File: config.mk
export PLATFORM = sky130hd
export DESIGN_NAME = ex_ma_stage
export DESIGN_NICKNAME = d
export VERILOG_FILES = /design/src/rtl/ex_ma_stage.sv
export SDC_FILE = /design/constraint.sdc
export NUM_CORES = 1
export LEC_CHECK = 0
export CAP_MARGIN = 25
export CORE_ASPECT_RATIO = 1.4
export CORE_MARGIN = 1
export CORE_UTILIZATION = 34
export DETAILED_ROUTE_END_ITERATION = 8
export GPL_TIMING_DRIVEN = 0
export PLACE_DENSITY = 0.66
export SYNTH_ARGS = -nofsm -noshare
export SYNTH_HDL_FRONTEND = slang
export SYNTH_SLANG_ARGS = --single-unit
File: constraint.sdc
create_clock -name clk -period 2.65 [get_ports clk]
set_input_delay 0.265 -clock clk [delete_from_list [all_inputs] [get_ports clk]]
set_output_delay 0.265 -clock clk [all_outputs]
set_load 0.02 [all_outputs]
File: src/rtl/ex_ma_stage.sv
// EX->MA pipeline register with valid/ready handshake, cmp-written flags (E, GT)
// and a registered one-cycle branch redirect resolved against those flags.
module ex_ma_stage #(
  parameter int DW   = 32,
  parameter int RW   = 4,
  parameter int CNTW = 32
) (
  input  logic            clk,
  input  logic            rst_n,
  input  logic            in_valid,
  output logic            in_ready,
  input  logic            in_flush,
  input  logic [DW-1:0]   in_pc,
  input  logic [DW-1:0]   in_alu_result,
  input  logic [DW-1:0]   in_op2,
  input  logic [RW-1:0]   in_rd,
  input  logic            in_is_cmp,
  input  logic            in_is_beq,
  input  logic            in_is_bgt,
  input  logic            in_is_ubr,
  input  logic [DW-1:0]   in_br_target,
  input  logic            in_is_ld,
  input  logic            in_is_st,
  input  logic            in_is_wb,
  output logic            out_valid,
  input  logic            out_ready,
  output logic [DW-1:0]   out_pc,
  output logic [DW-1:0]   out_alu_result,
  output logic [DW-1:0]   out_op2,
  output logic [RW-1:0]   out_rd,
  output logic            out_is_ld,
  output logic            out_is_st,
  output logic            out_is_wb,
  output logic            flag_e,
  output logic            flag_gt,
  output logic            br_taken,
  output logic [DW-1:0]   br_pc,
  output logic [CNTW-1:0] stall_cnt
);

  typedef enum logic {EMPTY, FULL} state_e;

  typedef struct packed {
    logic [DW-1:0] pc;
    logic [DW-1:0] res;
    logic [DW-1:0] op2;
    logic [RW-1:0] rd;
    logic          ld;
    logic          st;
    logic          wb;
  } pay_t;

  state_e          state_q, state_d;
  pay_t            pay_q, pay_d;
  logic            flag_e_q, flag_e_d, flag_gt_q, flag_gt_d;
  logic            br_taken_q, br_taken_d;
  logic [DW-1:0]   br_pc_q, br_pc_d;
  logic [CNTW-1:0] stall_q, stall_d;
  logic            acc;

  assign in_ready = (state_q == EMPTY) || out_ready;
  assign acc      = in_valid && in_ready && !in_flush;

  always_comb begin
    state_d    = state_q;
    pay_d      = pay_q;
    flag_e_d   = flag_e_q;
    flag_gt_d  = flag_gt_q;
    br_taken_d = 1'b0;
    br_pc_d    = br_pc_q;
    stall_d    = stall_q;

    if (acc) begin
      state_d = FULL;
    end else if (state_q == FULL && out_ready) begin
      state_d = EMPTY;
    end

    if (acc) begin
      pay_d.pc  = in_pc;
      pay_d.res = in_alu_result;
      pay_d.op2 = in_op2;
      pay_d.rd  = in_rd;
      pay_d.ld  = in_is_ld;
      pay_d.st  = in_is_st;
      pay_d.wb  = in_is_wb && !in_is_cmp;
      // Branch sees the flags as registered before this edge; no cmp bypass.
      br_taken_d = in_is_ubr || (in_is_beq && flag_e_q) || (in_is_bgt && flag_gt_q);
      br_pc_d    = in_br_target;
      if (in_is_cmp) begin
        flag_e_d  = (in_alu_result == '0);
        flag_gt_d = (in_alu_result == DW'(1));
      end
    end

    if (state_q == FULL && !out_ready && stall_q != '1) begin
      stall_d = stall_q + 1'b1;
    end
  end

  always_ff @(posedge clk or negedge rst_n) begin
    if (!rst_n) begin
      state_q    <= EMPTY;
      pay_q      <= '0;
      flag_e_q   <= 1'b0;
      flag_gt_q  <= 1'b0;
      br_taken_q <= 1'b0;
      br_pc_q    <= '0;
      stall_q    <= '0;
    end else begin
      state_q    <= state_d;
      pay_q      <= pay_d;
      flag_e_q   <= flag_e_d;
      flag_gt_q  <= flag_gt_d;
      br_taken_q <= br_taken_d;
      br_pc_q    <= br_pc_d;
      stall_q    <= stall_d;
    end
  end

  assign out_valid      = (state_q == FULL);
  assign out_pc         = pay_q.pc;
  assign out_alu_result = pay_q.res;
  assign out_op2        = pay_q.op2;
  assign out_rd         = pay_q.rd;
  assign out_is_ld      = pay_q.ld;
  assign out_is_st      = pay_q.st;
  assign out_is_wb      = pay_q.wb;
  assign flag_e         = flag_e_q;
  assign flag_gt        = flag_gt_q;
  assign br_taken       = br_taken_q;
  assign br_pc          = br_pc_q;
  assign stall_cnt      = stall_q;

endmodule
==> results.txt, run 1 <==
Pwr Density -> 708 nW/µm²
Layout cells sized above 1 -> 3.51%
Clock Path Buffers -> 2
Mapped Avg Cell Area -> 9.20 µm²
Starting Density -> 35.0%
Leakage power -> 5.08 nW
Fin crit share -> 85.1%
Hold endpoint -> out_op2[5]$_DFFE_PN0P_
Vias in the first global route -> 5964
Yosys cell types -> 31
Worst Setup End Kind -> flip-flop
First DRT Iteration DRCs -> 223
Worst r2r dst -> br_pc[29]$_DFFE_PN0P_
Post-Syn Nets -> 881
Status -> complete, no violations
Min-delay worst type -> primary input to flip-flop
Met1 wire length -> 8170 µm
Global-route wire length before repair -> 32000 µm
Post-Syn Area -> 6770 µm²
Drt via density -> 4.55
Buf+Inv Stages, Crit Path -> 2
Die X -> 121 µm
Worst Path Required -> 3.01 ns
H-tree depth -> 4
Total track usage -> 20.6%
Met3 WL post-DR -> 1410 µm
Top Layer Used -> met4
Ys Warns -> 0
Total power -> 7.69 mW
Maxcap violations -> 0
Worst-Skew Late Latency -> 0.42 ns
Die Y -> 169 µm
# DRC -> 0
WL final -> 20800 µm
Layout net count -> 1217
Register area share after synthesis -> 63.2%
Remaining global-route overflow -> 0
Syn Inst Count -> 736
Dpl cell area -> 10300 µm²
Worst reg2reg path depth -> 6
Port Buffers -> 315
Worst Setup Path Type -> flip-flop to flip-flop
Area of the multi-input gates -> 2370 µm²
Register bit total from synthesis -> 171
Largest net degree at the start of global routing -> 88
Worst setup SP type -> flip-flop
WP data arrival -> 2.62 ns
Cell family with most CP delay -> buffers and inverters
Peak VDD IR -> 0.359 mV
CP max stage cell -> clkbuf_1
Relative slew slack -> 56.1%
Worst-margin pin slew -> 0.658 ns
Cell Chain, Critical Path -> nor2b_1, nor2_2, clkbuf_1, clkbuf_1, nand2_1, nand2_1
Critical path peak fanout -> 10
Antenna-violating nets left -> 0
Most common cell after layout, fill and taps aside -> nand2_1
Vias -> 6071
Endpoints failing hold -> 0
Final instance area -> 10900 µm²
CTS buffer count -> 17
Worst-case clock skew -> 0.00983 ns
DPL Wire Length -> 15500 µm
Routed wl met2 -> 10800 µm
Setup ws final -> 0.395 ns
Placeable Area -> 19400 µm²
Most frequent cells in the layout -> nand2_1, clkdlybuf4s50_1, dfrtp_1
Setup Viol. Count Final -> 0
Row cnt -> 60
WL/cell -> 15.6 µm
Clock sinks -> 171
Initial antenna violation count -> 2
DRT Pass-1 Iters -> 4
Setup WS pre-CTS -> -0.348 ns
Clk root buf -> clkbuf_16
IO Pins -> 316
F_max -> 0.444 GHz
Reg2Reg Setup Slack -> 0.40 ns
Largest stage delay on the critical path -> 0.51 ns
RePlAce Congestion -> 0.769
Flip-flop and latch area -> 4280 µm²
Min-Delay Startpoint -> in_op2[5]
TritonCTS clock tree -> yes
Clock-pin slew on the worst setup and hold paths -> 0.07 ns
Min Tclk post-route -> 2.25 ns
RSZ-0062 raised after global routing -> false
Final-layout fill cell count -> 1791
Worst R2R Start -> out_valid$_DFFE_PN0P_
Synthesis-to-finish area growth -> 60.5%
Slew Viols, Final -> 0
Hold depth -> 3
Die ar. -> 20500 µm²
[cells by family (layout without fill, tap and decap cells)]
kind of cell | count (synthesis) | after routing | synth area share (%)
simple gates | 489 | 489 | 29.3
flops | 171 | 171 | 63.2
buf+inv | 33 | 381 | 1.85
xor+xnor | 30 | 30 | 3.88
compound gates | 11 | 11 | 1.42
fa+ha+maj | 1 | 1 | 0.185
mux | 1 | 1 | 0.166
other cells | 0 | 1 | 0
[through the flow]
step | std cells | utilization [%] | hold slack, ns | TNS [ns]
floorplan | 736 | - | -0.0306 | 0
global placement | 1299 | 52.8 | 0.457 | -1047.25
detailed placement | 1300 | 53.0 | 0.305 | -17.04
CTS | 1332 | 56.1 | 0.343 | 0
global route | 1332 | 56.1 | 0.355 | 0
finish | 1333 | 56.1 | 0.362 | 0
[what timing repair did]
action | 4_1_cts | 5_1_grt
buffers inserted | 0 | 0
endpoints found under the setup margin | 2 | 3
gates resized for setup | 1 | 2
hold endpoints to repair | 84 | 0
hold buffers | 1 | 0
[synthesized netlist by cell type]
cell type / n / area share [%]
a2111oi_4: 1 / 0.41
a21oi_1: 1 / 0.074
a221oi_1: 1 / 0.13
a22o_1: 2 / 0.26
a31oi_1: 2 / 0.18
and3_1: 7 / 0.65
buf_2: 1 / 0.074
clkbuf_1: 29 / 1.6
dfrtp_1: 171 / 63
ha_1: 1 / 0.18
inv_1: 3 / 0.17
mux2_1: 1 / 0.17
nand2_1: 413 / 23
nand2b_1: 3 / 0.28
nand3_1: 10 / 0.74
nand4_1: 19 / 1.8
nand4b_1: 1 / 0.13
nor2_1: 15 / 0.83
nor2b_1: 1 / 0.092
nor3_1: 5 / 0.37
nor4_1: 10 / 0.92
nor4_2: 1 / 0.18
o211a_1: 1 / 0.15
o21ai_0: 2 / 0.15
o21ai_1: 1 / 0.074
or2_1: 1 / 0.092
or2_4: 1 / 0.13
or3b_1: 1 / 0.13
or4_1: 1 / 0.11
xnor2_1: 21 / 2.7
xor2_1: 9 / 1.2
[worst register-to-register path: stages, from the launching register on]
cell and delay (ns):
dfrtp_1 0.37, nor2b_1 0.16, nor2_2 0.50, clkbuf_1 0.51, clkbuf_1 0.46, nand2_1 0.14
nand2_1 0.08
[metal layers]
layer	track usage, %	vias to the layer above
li1	-	2996
met1	23.4	2844
met2	36.0	203
met3	6.13	28
met4	7.62	0
met5	0	-
[sequential cells by signal, summed over array words and instances (netlist names)]
name            flops
out_op2            32
stall_cnt          32
out_rd              4
out_is_st           1
out_alu_result     32
out_is_ld           1
flag_gt             1
out_pc             32
out_valid           1
br_taken            1
flag_e              1
out_is_wb           1
br_pc              32
[report_power, final]
group	switching [mW]	internal, mW
Combinational	1.04	0.969
Sequential	0.227	2.97
Clock	1.07	1.42
[worst max-delay path by stage]
| stage | from | end | slack, ns | depth (start not counted) |
|---|---|---|---|---|
| 4_1_cts | out_valid$_DFFE_PN0P_ | out_op2[21]$_DFFE_PN0P_ | 0.19 | 7 |
| 5_1_grt | out_valid$_DFFE_PN0P_ | out_op2[22]$_DFFE_PN0P_ | 0.07 | 6 |
| 6_report | out_valid$_DFFE_PN0P_ | br_pc[29]$_DFFE_PN0P_ | 0.40 | 6 |
| 3_3_place_gp | rst_n | out_pc[24]$_DFFE_PN0P_ | -6.05 | 1 |
| 3_5_place_dp | in_flush | out_op2[20]$_DFFE_PN0P_ | -0.35 | 7 |
| 2_1_floorplan | stall_cnt[8]$_DFFE_PN0P_ | stall_cnt[23]$_DFFE_PN0P_ | 0.70 | 5 |
[cell type report]
type | instances | area share [%]
multi-input combinational | 532 | 21.8
inverter | 3 | 0.104
timing repair buffer | 317 | 29.4
tap | 248 | 2.86
sequential | 171 | 39.4
buffer | 30 | 1.06
clock buffer | 19 | 4.08
clock inverter | 12 | 1.29
antenna | 1 | 0.0230
(Power assumes the default switching activity.)
==> run 2, diff against run 1 <==
--- a/config.mk
+++ b/config.mk
@@ -8,10 +8,10 @@
 export CAP_MARGIN = 25
 export CORE_ASPECT_RATIO = 1.4
 export CORE_MARGIN = 1
-export CORE_UTILIZATION = 34
+export CORE_UTILIZATION = 45
 export DETAILED_ROUTE_END_ITERATION = 8
 export GPL_TIMING_DRIVEN = 0
-export PLACE_DENSITY = 0.66
+export PLACE_DENSITY = 0.85
 export SYNTH_ARGS = -nofsm -noshare
 export SYNTH_HDL_FRONTEND = slang
 export SYNTH_SLANG_ARGS = --single-unit
==> run 2 against run 1 <==
Wire length grew 0.20%. Clock skew rose by 0.00067 ns. First-iteration DRC count down 12%. Non-clock buffer count did not move. Maximum frequency is 6.8% lower. Register-to-register slack got worse by 0.16 ns. Cell area fell by 0.94%. Core utilization up 18 points. Clock power is 4% lower. Sequential cell count did not move. Cell count shrank 4.6%. Critical path type unchanged. Largest power group unchanged.
==> results.txt, run 2 (same netlist as run 1, synthesis figures left out) <==
Die Y -> 147 µm (was 169 µm)
H-tree depth -> 4 (unchanged)
Placeable Area -> 14600 µm² (was 19400 µm²)
Status -> complete, no violations (unchanged)
RePlAce Congestion -> 0.853 (was 0.769)
Row cnt -> 52 (was 60)
Hold depth -> 3 (unchanged)
DPL Wire Length -> 15600 µm (was 15500 µm)
Drt via density -> 4.98 (was 4.55)
Worst-margin pin slew -> 0.870 ns (was 0.658 ns)
Ant diodes -> 0 (was 1)
Most frequent cells in the layout -> nand2_1, clkdlybuf4s50_1, dfrtp_1 (unchanged)
Flip-flop and latch area -> 4280 µm² (unchanged)
Port Buffers -> 315 (unchanged)
Switch share -> 29.7% (was 30.3%)
Worst Setup Path Type -> flip-flop to flip-flop (unchanged)
Vias -> 6336 (was 6071)
CTS buffer count -> 17 (unchanged)
Initial antenna violation count -> 0 (was 2)
Internal power -> 5.36 mW (about the same)
Slew Viols, Final -> 0 (unchanged)
Worst Path Required -> 3.01 ns (about the same)
Global-route wire length before repair -> 32900 µm (was 32000 µm)
Maxcap violations -> 0 (unchanged)
Inst Count DP -> 1241 (was 1300)
Min Tclk post-route -> 2.42 ns (was 2.25 ns)
Die X -> 106 µm (was 121 µm)
Setup Viol. Count Final -> 0 (unchanged)
WL final -> 20900 µm (was 20800 µm)
WL/cell -> 16.4 µm (was 15.6 µm)
Combinational power share -> 26.6% (was 26.1%)
Post-cts resize count -> 0 (was 1)
Clk root buf -> clkbuf_16 (unchanged)
Endpoints failing hold -> 0 (unchanged)
Sequential power share -> 42.1% (was 41.5%)
Die ar. -> 15500 µm² (was 20500 µm²)
Largest net degree at the start of global routing -> 106 (was 88)
Fin crit share -> 91.3% (was 85.1%)
Most common cell after layout, fill and taps aside -> nand2_1 (unchanged)
First DRT Iteration DRCs -> 197 (was 223)
F_max -> 0.413 GHz (was 0.444 GHz)
Worst Setup End Kind -> flip-flop (unchanged)
Layout cells sized above 1 -> 2.95% (was 3.51%)
Worst reg2reg path depth -> 6 (unchanged)
Dpl cell area -> 10200 µm² (was 10300 µm²)
Pwr Density -> 709 nW/µm² (was 708 nW/µm²)
Leakage power -> 5.07 nW (was 5.08 nW)
Min-delay worst type -> primary input to flip-flop (unchanged)
TritonCTS clock tree -> yes (unchanged)
WP data arrival -> 2.78 ns (was 2.62 ns)
Clock Path Buffers -> 2 (unchanged)
Clk network pwr share -> 31.3% (was 32.3%)
Worst setup SP type -> flip-flop (unchanged)
Starting Density -> 46.5% (was 35.0%)
Layout net count -> 1217 (unchanged)
Area of the multi-input gates -> 2370 µm² (about the same)
Critical path peak fanout -> 10 (unchanged)
# DRC -> 0 (unchanged)
Relative slew slack -> 41.8% (was 56.1%)
IO Pins -> 316 (unchanged)
Clock sinks -> 171 (unchanged)
Final instance area -> 10800 µm² (was 10900 µm²)
Worst R2R Start -> out_valid$_DFFE_PN0P_ (unchanged)
Antenna-violating nets left -> 0 (unchanged)
Peak VDD IR -> 0.448 mV (was 0.359 mV)
Clock-pin slew on the worst setup and hold paths -> 0.07 ns (about the same)
Final-layout fill cell count -> 1080 (was 1791)
Setup crit start -> out_valid$_DFFE_PN0P_ (unchanged)
Total track usage -> 27.7% (was 20.6%)
P_sw -> 2.27 mW (was 2.33 mW)
Final non-filler cell total -> 1272 (was 1333)
Remaining global-route overflow -> 0 (unchanged)
Worst-Skew Late Latency -> 0.43 ns (was 0.42 ns)
RSZ-0062 raised after global routing -> false (unchanged)
Worst-case clock skew -> 0.0105 ns (was 0.00983 ns)
Min-Delay Startpoint -> in_op2[2] (was in_op2[5])
DRT Pass-1 Iters -> 7 (was 4)
Vias in the first global route -> 6426 (was 5964)
Synthesis-to-finish area growth -> 59.0% (was 60.5%)
[run 2: per-layer routing]
metal	vias up	wire [µm]	track usage, %
li1	2992	-	-
met1	3021	7630	30.5
met2	269	10900	48.4
met3	54	1470	8.39
met4	0	841	13.3
met5	-	0	0
[run 2: cell type report]
class	count	share of cell area [%]
clock buffers	23	4.35
well taps	189	2.20
inverters	3	0.105
repair buffers	317	29.7
flip-flops and latches	171	39.8
multi-input cells	532	22.0
clock inverters	7	0.860
plain buffers	30	1.06
[run 2: power groups by stage]
stage,clock network (mW),logic (mW),registers [mW]
2_1_floorplan,0,0.388,3.67
3_3_place_gp,0,1.99,3.23
3_5_place_dp,0,2.03,3.24
4_1_cts,2.43,2.05,3.21
5_1_grt,2.55,2.17,3.25
6_report,2.39,2.03,3.21
[run 2: what timing repair did]
| action | in CTS | in global routing |
|---|---|---|
| setup endpoints to repair | 0 | 0 |
| endpoints found under the hold margin | 66 | 0 |
| hold buffers | 1 | 0 |
| setup buffers | 0 | 0 |
[run 2: worst max-delay path: stages (launching register included)]
cell,delay [ns]
dfrtp_1,0.38
nor2b_1,0.16
nor2_1,0.68
clkbuf_1,0.47
clkbuf_1,0.47
nand2_1,0.12
nand2_1,0.07
[run 2: worst paths after layout]
check	to	slack [ns]
worst max-delay path	out_op2[20]$_DFFE_PN0P_	0.23
worst min-delay path	out_op2[2]$_DFFE_PN0P_	0.36
worst max register to register	out_op2[20]$_DFFE_PN0P_	0.23
worst min register to register	out_op2[8]$_DFFE_PN0P_	0.47
max in group asynchronous	out_op2[13]$_DFFE_PN0P_	1.40
min in group asynchronous	stall_cnt[17]$_DFFE_PN0P_	0.38
[run 2: through the flow]
step | total power [mW] | hold slack [ns] | util, % | setup TNS [ns] | worst slack [ns]
after global placement | 5.22 | 0.457 | 69.7 | -974.13 | -5.71
after detailed placement | 5.28 | 0.241 | 69.9 | -1.03 | -0.0754
after global routing | 7.97 | 0.364 | 73.9 | 0 | 0.0363
after CTS | 7.68 | 0.352 | 73.9 | 0 | 0.229
final | 7.63 | 0.361 | 73.9 | 0 | 0.231
after floorplan | 4.06 | -0.0306 | - | 0 | 0.696
